===== src/rtl/mem_arbiter.sv =====
// Arbiter sharing one single-port memory between instruction fetch and data access.
// Data wins by default; a streak counter forces a fetch grant, and a watchdog aborts unacknowledged accesses.
module mem_arbiter #(
   parameter int ADDR_W        = 32,
   parameter int DATA_W        = 32,
   parameter int MAX_DM_STREAK = 4,
   parameter int TIMEOUT       = 15
) (
   input  logic                clk,
   input  logic                rst_n,
   input  logic                if_req,
   input  logic [ADDR_W-1:0]   if_addr,
   output logic [DATA_W-1:0]   if_rdata,
   output logic                if_ready,
   input  logic                dm_rd,
   input  logic                dm_wr,
   input  logic [ADDR_W-1:0]   dm_addr,
   input  logic [DATA_W-1:0]   dm_wdata,
   input  logic [DATA_W/8-1:0] dm_be,
   output logic [DATA_W-1:0]   dm_rdata,
   output logic                dm_ready,
   output logic                mem_en,
   output logic                mem_we,
   output logic [ADDR_W-1:0]   mem_addr,
   output logic [DATA_W-1:0]   mem_wdata,
   output logic [DATA_W/8-1:0] mem_be,
   input  logic [DATA_W-1:0]   mem_rdata,
   input  logic                mem_ack,
   output logic                stall_if,
   output logic                stall_mem,
   output logic                err
);

   localparam int BE_W = DATA_W / 8;
   localparam int SW   = $clog2(MAX_DM_STREAK + 1);

   typedef enum logic [1:0] {S_IDLE, S_ISSUE, S_WAIT, S_RESP} state_t;

   state_t              r_state;
   logic [SW-1:0]       r_streak;
   logic [7:0]          r_tcnt;
   logic                r_owner_dm;
   logic                r_mem_en;
   logic                r_mem_we;
   logic [ADDR_W-1:0]   r_mem_addr;
   logic [DATA_W-1:0]   r_mem_wdata;
   logic [BE_W-1:0]     r_mem_be;
   logic [DATA_W-1:0]   r_if_rdata;
   logic [DATA_W-1:0]   r_dm_rdata;
   logic                r_if_ready;
   logic                r_dm_ready;
   logic                r_err;

   logic w_dm_req;
   logic w_force_if;
   logic w_grant_if;
   logic w_grant_dm;
   logic w_dm_write;
   logic w_timeout;

   assign w_dm_req   = dm_rd | dm_wr;
   assign w_force_if = if_req & (r_streak == SW'(MAX_DM_STREAK));
   assign w_grant_if = if_req & (~w_dm_req | w_force_if);
   assign w_grant_dm = w_dm_req & ~w_grant_if;
   // rd+wr together is a store
   assign w_dm_write = w_grant_dm & dm_wr;
   assign w_timeout  = (r_tcnt == 8'(TIMEOUT - 1));

   always_ff @(posedge clk or negedge rst_n) begin
      if (!rst_n) begin
         r_state     <= S_IDLE;
         r_streak    <= '0;
         r_tcnt      <= '0;
         r_owner_dm  <= 1'b0;
         r_mem_en    <= 1'b0;
         r_mem_we    <= 1'b0;
         r_mem_addr  <= '0;
         r_mem_wdata <= '0;
         r_mem_be    <= '0;
         r_if_rdata  <= '0;
         r_dm_rdata  <= '0;
         r_if_ready  <= 1'b0;
         r_dm_ready  <= 1'b0;
         r_err       <= 1'b0;
      end else begin
         r_mem_en   <= 1'b0;
         r_if_ready <= 1'b0;
         r_dm_ready <= 1'b0;
         case (r_state)
            S_IDLE: begin
               if (w_grant_if || w_grant_dm) begin
                  r_state     <= S_ISSUE;
                  r_mem_en    <= 1'b1;
                  r_owner_dm  <= w_grant_dm;
                  r_mem_addr  <= w_grant_dm ? dm_addr : if_addr;
                  r_mem_we    <= w_dm_write;
                  r_mem_wdata <= w_grant_dm ? dm_wdata : '0;
                  r_mem_be    <= w_dm_write ? dm_be : '1;
                  if (w_grant_if)
                     r_streak <= '0;
                  else if (if_req)
                     r_streak <= r_streak + 1'b1;
               end
            end
            S_ISSUE: r_state <= S_WAIT;
            S_WAIT: begin
               r_tcnt <= r_tcnt + 1'b1;
               if (mem_ack || w_timeout) begin
                  r_state    <= S_RESP;
                  r_if_ready <= ~r_owner_dm;
                  r_dm_ready <= r_owner_dm;
                  if (!mem_ack)
                     r_err <= 1'b1;
                  // Abort returns zero; an acknowledged store leaves load data untouched
                  if (!r_owner_dm)
                     r_if_rdata <= mem_ack ? mem_rdata : '0;
                  else if (!mem_ack)
                     r_dm_rdata <= '0;
                  else if (!r_mem_we)
                     r_dm_rdata <= mem_rdata;
               end
            end
            S_RESP: begin
               // No grant here: the pipeline still holds the old request on this edge
               r_tcnt  <= '0;
               r_state <= S_IDLE;
            end
            default: r_state <= S_IDLE;
         endcase
      end
   end

   assign mem_en    = r_mem_en;
   assign mem_we    = r_mem_we;
   assign mem_addr  = r_mem_addr;
   assign mem_wdata = r_mem_wdata;
   assign mem_be    = r_mem_be;
   assign if_rdata  = r_if_rdata;
   assign dm_rdata  = r_dm_rdata;
   assign if_ready  = r_if_ready;
   assign dm_ready  = r_dm_ready;
   assign err       = r_err;
   assign stall_if  = if_req & ~r_if_ready;
   assign stall_mem = w_dm_req & ~r_dm_ready;

endmodule


===== config.mk =====
export PLATFORM = sky130hd
export DESIGN_NAME = mem_arbiter
export DESIGN_NICKNAME = d
export VERILOG_FILES = /design/src/rtl/mem_arbiter.sv
export SDC_FILE = /design/constraint.sdc
export NUM_CORES = 1
export LEC_CHECK = 0
export BUFFER_PORTS_ARGS = -buffer_cell sky130_fd_sc_hd__buf_2
export CORE_MARGIN = 2
export CORE_UTILIZATION = 40
export DETAILED_ROUTE_END_ITERATION = 7
export PLACE_DENSITY_LB_ADDON = 0.15
export SLEW_MARGIN = 0
export SYNTH_ARGS = -nofsm -noshare
export SYNTH_HDL_FRONTEND = slang
export SYNTH_SLANG_ARGS = --single-unit

===== constraint.sdc =====
create_clock -name clk -period 5.1 [get_ports clk]
set_clock_uncertainty 0.15 [all_clocks]
set_input_delay 0.51 -clock clk [delete_from_list [all_inputs] [get_ports clk]]
set_output_delay 0.51 -clock clk [all_outputs]
set_load 0.05 [all_outputs]

======== Yosys cells after proc, flatten, opt, wreduce, memory -nomap -nowiden ========
Cells that the tools add are included.
storage, ports and cells
  register bits ........................... 151
  input bits .............................. 138
  output and inout port bits .............. 139
  word-level logic and storage cells ...... 67
cells by class
  $add $sub $neg .......................... 2
  equality and inequality tests ........... 8
  mux-type cells .......................... 18
  bitwise logic cells ..................... 14
  reduce and logical (&&, ||, !) cells .... 11
operators with widths
  cell                                                 count
  2-to-1 mux 32 bit                                    5
  one-hot mux 8 bit (2 select lines)                   1
  AND reduction 3 bit                                  3
  adder 8 x 1 -> 8 bit, second input constant          1
  equality test 8 x 4 -> 1 bit, second input constant  1
  one-hot mux 2 bit (4 select lines)                   1
  bitwise AND 1 bit                                    6
  2-to-1 mux 1 bit                                     6
  2-to-1 mux 3 bit                                     2
  inequality test 2 bit, second input constant         3
  inverter 1 bit                                       6
  equality test 2 bit, second input constant           2
  2-to-1 mux 2 bit                                     2
  2-to-1 mux 4 bit                                     1
  AND reduction 2 bit                                  2
  AND reduction 4 bit                                  1
  nonzero test 2 bit                                   2
  adder 3 x 1 -> 3 bit, second input constant          1
  equality test 3 bit, second input constant           1
  equality test 2 x 1 -> 1 bit, second input constant  1
  zero test 2 bit                                      1
  logical OR 1 bit                                     2
  OR 1 bit                                             2

======== Depth between registers and ports, before layout ========
Gate-level depths: netlist of run 1.
  word-level depth ........................ 9
  mapped depth ............................ 8

======== Worst setup path before layout of run 1 ========
No wires, ideal clock.
  path kind ............................... input to output
  from .................................... in if_req
  to ...................................... out stall_if
  arrival time ............................ 1.402 ns
  slack ................................... 3.038 ns
  stages on the path ...................... 2
  path buffers ............................ 1
  cells stage by stage .................... buf_2 -> nor2b_1
between the ends
  longest elaborated chain between the ends .. 1
RTL lines
  what               RTL line  source
  start, declared    11        input logic if_req,
  bitwise AND 1 bit  143       assign stall_if = if_req & ~r_if_ready;
  end, declared      29        output logic stall_if,
No other way between the ends.

======== Worst setup path after layout of run 1 ========
  from .................................... reg r_state[0]
  to ...................................... reg r_dm_rdata[26] (netlist: dm_rdata[26])
between the ends
  longest elaborated chain between the ends .. 2
RTL lines
  what                                  RTL line  source
  start, declared                       39        state_t r_state;
  start signal, assigned                71        r_state <= S_IDLE;
  start signal, assigned                92        r_state <= S_ISSUE;
  start signal, assigned                105       S_ISSUE: r_state <= S_WAIT;
  equality test 2 bit                   89        case (r_state)
  AND reduction 4 bit (no source line)  n/a
  end signal, assigned                  120       r_dm_rdata <= mem_rdata;
  end, declared                         49        logic [DATA_W-1:0] r_dm_rdata;
No other way between the ends.
A chain may end at the register's enable or synchronous reset.

==> run_results.csv, run 1 <==
group,metric,value,unit
grt,grt_pass1_vias,5017,
cts,path_clk_slew,60,ps
yosys,synth-seq-cells,151,
detailed_routing,vias_per_cell,4.97,
worst_setup_path,cp-start-kind,"flip-flop",
detailed_routing,routed_wirelength,16400,um
detailed_routing,dr.pass1.iters,5,
floorplanning,initial_core_util,40.9,%
detailed_routing,wl_per_cell,15.9,um
sta,max_freq,316,MHz
floorplanning,core,15300,um^2
sta,finalMaxSlewViolations,0,
yosys,syn-num-nets,687,
detailed_routing,via_count,5114,
sta,rsz0062_at_grt,"no",
floorplanning,ios,277,
yosys,ys.flop_type,"dfrtp_1",
placed_design,io_buffers,276,
cts,postCtsHoldBufs,0,
worst_setup_path,worstSetupEndpointType,"flip-flop",
cts,cts_sinks,151,
placed_design,placedCellCount,997,
final_layout,multiInputGateArea,2210,um^2
cts,cts_resized,0,
yosys,yosys_warnings,0,
min_path,hold_class,"in2async",
detailed_routing,drt_iter0_markers,275,
cts,cts_tree,"built",
yosys,synth_cells,541,
placed_design,gp_congestion,0.807,
sta,post-route-period-util,62.1,%
sta,slew_headroom,19.9,%
worst_setup_path,worst-setup-path-type,"reg2reg",
grt,grt_pass1_wl,25600,um
sta,setup_tns,0,ps
grt,grt_max_degree,113,
yosys,synthArstFlopShare,100,%
yosys,netlist_area,6250,um^2
sta,setup_viol,0,
final_layout,mostFrequentLayoutCell,"buf_2",
power_and_ir_drop,power.leakage,4.24,nW
worst_setup_path,path_max_fanout,34,
final_layout,diodes,0,
sta,post-route-min-period,3170,ps
final_layout,nNetsFinal,951,
job,max_cap_violations,0,
final_layout,seqCellArea,3780,um^2
sta,hold_violations,0,
cts,cts_max_path_buffers,2,
power_and_ir_drop,max-vdd-ir-drop,0.367,mV
grt,antenna_found_initial,1,
floorplanning,rows,45,
grt,track_usage,19.8,%
placed_design,post-dp-hpwl,11900,um
detailed_routing,ant_nets,0,
worst_setup_path,rrSetupSlack,1930,ps
cts,cts_max_level,4,
yosys,synth.avg_cell_area,11.5,um^2
outcome,status,"completed",
cts,numCtsBuffers,17,
final_layout,area_delta_synth_final,32.6,%
grt,grt_overflow_total,0,
sta,tightestPinTransition,1200,ps
yosys,synth.yosys.seq_area_share,60.5,%
final_layout,final_cells,1029,
final_layout,num-fill-cells,1345,
yosys,synth_edf_count,0,
floorplanning,dieArea,16600,um^2
cts,clk-insertion-delay-late,420,ps
floorplanning,dieHeight,129,um
yosys,synth.distinct_cells,38,
sta,holdWs,68.3,ps
floorplanning,fp.dieW,129,um
cts,cts_root_buf,"clkbuf_16",
final_layout,drive_gt1_share,39.2,%
detailed_routing,drc,0,
power_and_ir_drop,cellPowerDensity,799,nW/um^2
cts,post-cts-setup-buffers,0,
worst_setup_path,crit_arrival,3370,ps
final_layout,mostFrequentLayoutCells,"buf_2 (275), dfrtp_1 (151), nand2_1 (110), a22o_1 (64), o21ai_0 (37)",
worst_setup_path,crit_required,5300,ps
## cell families after synthesis
family | share of synthesized area (%)
compound gates | 17.7
flops | 60.5
buf+inv | 4.19
fa+ha+maj | 1.60
xor+xnor | 0.701
simple gates | 9.84
mux | 5.47
## where the power goes
part | switching, mW | internal, mW | total [mW]
combinational | 2.54 | 0.883 | 3.42
sequential | 0.292 | 1.70 | 1.99
clock | 0.521 | 0.682 | 1.20
## worst paths after layout
check                                        from                         to  depth (start not counted)
setup / recovery           r_state[0]$_DFFE_PN0P_   dm_rdata[26]$_DFFE_PN0P_                          7
hold / removal                              rst_n   if_rdata[30]$_DFFE_PN0P_                          1
setup reg to reg           r_state[0]$_DFFE_PN0P_   dm_rdata[26]$_DFFE_PN0P_                          7
hold reg to reg                   err$_DFFE_PN0P_            err$_DFFE_PN0P_                          1
max in group asynchronous                   rst_n    if_rdata[4]$_DFFE_PN0P_                          2
min in group clk                     dm_wdata[28]  mem_wdata[28]$_DFFE_PN0P_                          2
## critical path: stages (launching register included)
cell and delay [ps]:
dfrtp_1 400, inv_1 110, ha_1 370, nand2_1 770, nor2_2 700, buf_4 350, a22oi_1 110, nand2_1 120
## layout make-up
| cell class | count | area share, % |
|---|---|---|
| clock buffers | 18 | 5.18 |
| clock inverters | 14 | 1.66 |
| inverters | 9 | 0.408 |
| multi-input cells | 344 | 26.7 |
| flip-flops and latches | 151 | 45.6 |
| well taps | 211 | 3.19 |
| repair buffers | 282 | 17.3 |
## synth_stat cells, drive strengths merged, types with 3 or more instances
library cell	number	area share (%)
nor2b	3	0.30
ha	8	1.6
dfrtp	151	60
mux2i	33	5.3
nor2	15	0.98
a22oi	32	3.8
buf	29	3.2
nand4	4	0.40
o21ai	45	3.8
a21oi	4	0.38
clkbuf	8	0.48
or3	3	0.38
a22o	64	9.0
inv	9	0.54
nand2	111	6.7
nand3	3	0.24
xor2	3	0.42
## registers in the layout (all words and copies together), names as in the netlist, 2 cells and up
signal     count
r_state        2
mem_be         4
if_rdata      32
r_tcnt         8
r_streak       3
mem_addr      32
mem_wdata     32
dm_rdata      32
## layer usage
metal	wire length, um	part of all wire [%]	track usage [%]
met3	1040	6.4	5.07
met1	7010	43	25.0
met4	237	1.4	8.18
met2	8070	49	32.6
met5	0	0	0
## metrics by stage
step                      utilization (%)  area (um^2)  setup slack (ps)  total power, mW
final                                54.3         8280              1930             6.62
after global routing                 54.3         8280              1680             6.99
after CTS                            54.3         8280              1950             6.69
after detailed placement             50.6         7720              1940             5.46
after global placement               50.6         7720              2210             5.39
after floorplan                         -         6250              3040             4.63
(Power assumes the default switching activity.)
==> run 2: changes to the inputs <==
- clock period: 5.1 -> 2.95 ns (I/O delays scaled with it)
==> run 2 against run 1 <==
Count of clock-buffer cells in the layout grew 1. Sequential cell count unchanged. Final cell count rose by 7.1%. Critical path depth is the same.
==> run_results.csv, run 2 (synthesized netlist as in run 1, its figures left out) <==
group,metric,value,unit
detailed_routing,routed_wirelength,17700,um
detailed_routing,ant_nets,0,
final_layout,nNetsFinal,1024,
placed_design,post-dp-hpwl,12100,um
power_and_ir_drop,p_switching,5.83,mW
final_layout,final_cells,1102,
final_layout,num-fill-cells,1306,
sta,finalMaxSlewViolations,0,
power_and_ir_drop,seq_power_share,30.2,%
placed_design,io_buffers,276,
power_and_ir_drop,cellPowerDensity,1270,nW/um^2
detailed_routing,vias_per_cell,4.94,
final_layout,finalInstanceArea,9000,um^2
sta,post-route-min-period,2270,ps
worst_setup_path,rrSetupSlack,680,ps
grt,grt_max_degree,106,
floorplanning,core,15300,um^2
worst_setup_path,worst-r2r-cell-count,7,
min_path,hold_class,"in2reg",
final_layout,fin_util,59.0,%
floorplanning,initial_core_util,40.9,%
power_and_ir_drop,swShare,50.8,%
sta,slew_headroom,34.1,%
cts,cts_root_buf,"clkbuf_16",
cts,path_clk_slew,60,ps
placed_design,placedCellCount,1002,
cts,cts_max_path_buffers,2,
sta,tightestPinTransition,989,ps
cts,numCtsBuffers,17,
grt,grt_overflow_total,0,
sta,hold_violations,0,
grt,track_usage,21.2,%
grt,antenna_found_initial,0,
sta,post-route-period-util,76.9,%
placed_design,place_area,7790,um^2
final_layout,mostFrequentLayoutCells,"buf_2 (275), dfrtp_1 (151), nand2_1 (110), dlygate4sd3_1 (68), a22o_1 (64)",
final_layout,drive_gt1_share,36.5,%
floorplanning,rows,45,
sta,holdWs,25.3,ps
final_layout,diodes,0,
sta,rsz0062_at_grt,"no",
power_and_ir_drop,internal_power,5.64,mW
worst_setup_path,cp-start-kind,"flip-flop",
final_layout,mostFrequentLayoutCell,"buf_2",
cts,cts_max_level,4,
power_and_ir_drop,power.leakage,4.54,nW
sta,worst_slack,682,ps
detailed_routing,drt_iter0_markers,385,
worst_setup_path,worst-setup-path-type,"reg2reg",
detailed_routing,drc,0,
power_and_ir_drop,p_comb_share,52.7,%
placed_design,place_ws,655,ps
detailed_routing,via_count,5442,
cts,cts_tree,"built",
worst_setup_path,crit_required,3150,ps
placed_design,gp_congestion,0.759,
floorplanning,ios,277,
grt,grt_pass1_wl,27500,um
detailed_routing,wl_per_cell,16.1,um
worst_setup_path,path_max_fanout,25,
grt,grt_pass1_vias,5494,
sta,setup_tns,0,ps
floorplanning,dieHeight,129,um
job,max_cap_violations,0,
detailed_routing,dr.pass1.iters,5,
cts,clk-insertion-delay-late,410,ps
power_and_ir_drop,max-vdd-ir-drop,0.645,mV
worst_setup_path,crit_arrival,2470,ps
worst_setup_path,worstSetupEndpointType,"flip-flop",
cts,cts_sinks,151,
outcome,status,"completed",
final_layout,area_delta_synth_final,44.2,%
floorplanning,dieArea,16600,um^2
power_and_ir_drop,p_total,11.5,mW
floorplanning,fp.dieW,129,um
sta,max_freq,441,MHz
sta,setup_viol,0,
min_path,holdPathStages,3,
power_and_ir_drop,clkPwrFrac,17.1,%
run 2: changes by cell type in the layout (fill, tap and decap cells not counted), sizes merged:
cell | previous run | this run
dlygate4sd3 | 0 | 68
buf | 282 | 287
inv | 16 | 13
clkinv | 1 | 3
bufinv | 1 | 0
clkbuf | 18 | 19
clkinvlp | 5 | 6
run 2: timing repair:
action                                 in CTS  in global routing
hold buffers                               68                  0
endpoints found under the hold margin     168                  0
resized for setup                           0                  0
setup buffers                               0                  0
run 2: worst paths after layout:
| path | startpoint | to |
|---|---|---|
| setup / recovery | r_tcnt[0]$_DFFE_PN0P_ | dm_rdata[7]$_DFFE_PN0P_ |
| max in group asynchronous | rst_n | mem_wdata[26]$_DFFE_PN0P_ |
| hold reg to reg | err$_DFFE_PN0P_ | err$_DFFE_PN0P_ |
| setup reg to reg | r_tcnt[0]$_DFFE_PN0P_ | dm_rdata[7]$_DFFE_PN0P_ |
| min in group asynchronous | rst_n | if_rdata[27]$_DFFE_PN0P_ |
| hold / removal | dm_addr[23] | mem_addr[23]$_DFFE_PN0P_ |
run 2: layer usage:
metal / vias to the layer above / GRT usage, % / routed length [um]
li1: 2592 / - / -
met2: 196 / 36.4 / 8840
met4: 0 / 7.93 / 310
met5: - / 0 / 0
met1: 2625 / 25.9 / 7520
met3: 29 / 5.49 / 1060
run 2: critical path: stages (launching register included):
cell,delay [ps]
dfrtp_1,430
inv_1,60
ha_1,190
nand4b_1,140
o31a_1,800
buf_4,290
nand2_1,70
nand2_1,60
run 2: cell type report:
class / instances / area (um^2) / area share [%]
Tap cell: 211 / 264 / 2.93
Clock inverter: 13 / 98.8 / 1.10
Multi-Input combinational cell: 344 / 2210 / 24.5
Inverter: 9 / 33.8 / 0.375
Clock buffer: 19 / 433 / 4.81
Sequential cell: 151 / 3780 / 42.0
Timing Repair Buffer: 355 / 2190 / 24.3
run 2: power groups by stage:
stage               Sequential, mW  Clock, mW  Combinational, mW
floorplan                     6.25          0               1.76
global placement              3.45          0               5.93
detailed placement            3.48          0               6.03
CTS                           3.45       2.01               6.10
global route                  3.57       2.10               6.46
finish                        3.46       1.96               6.05
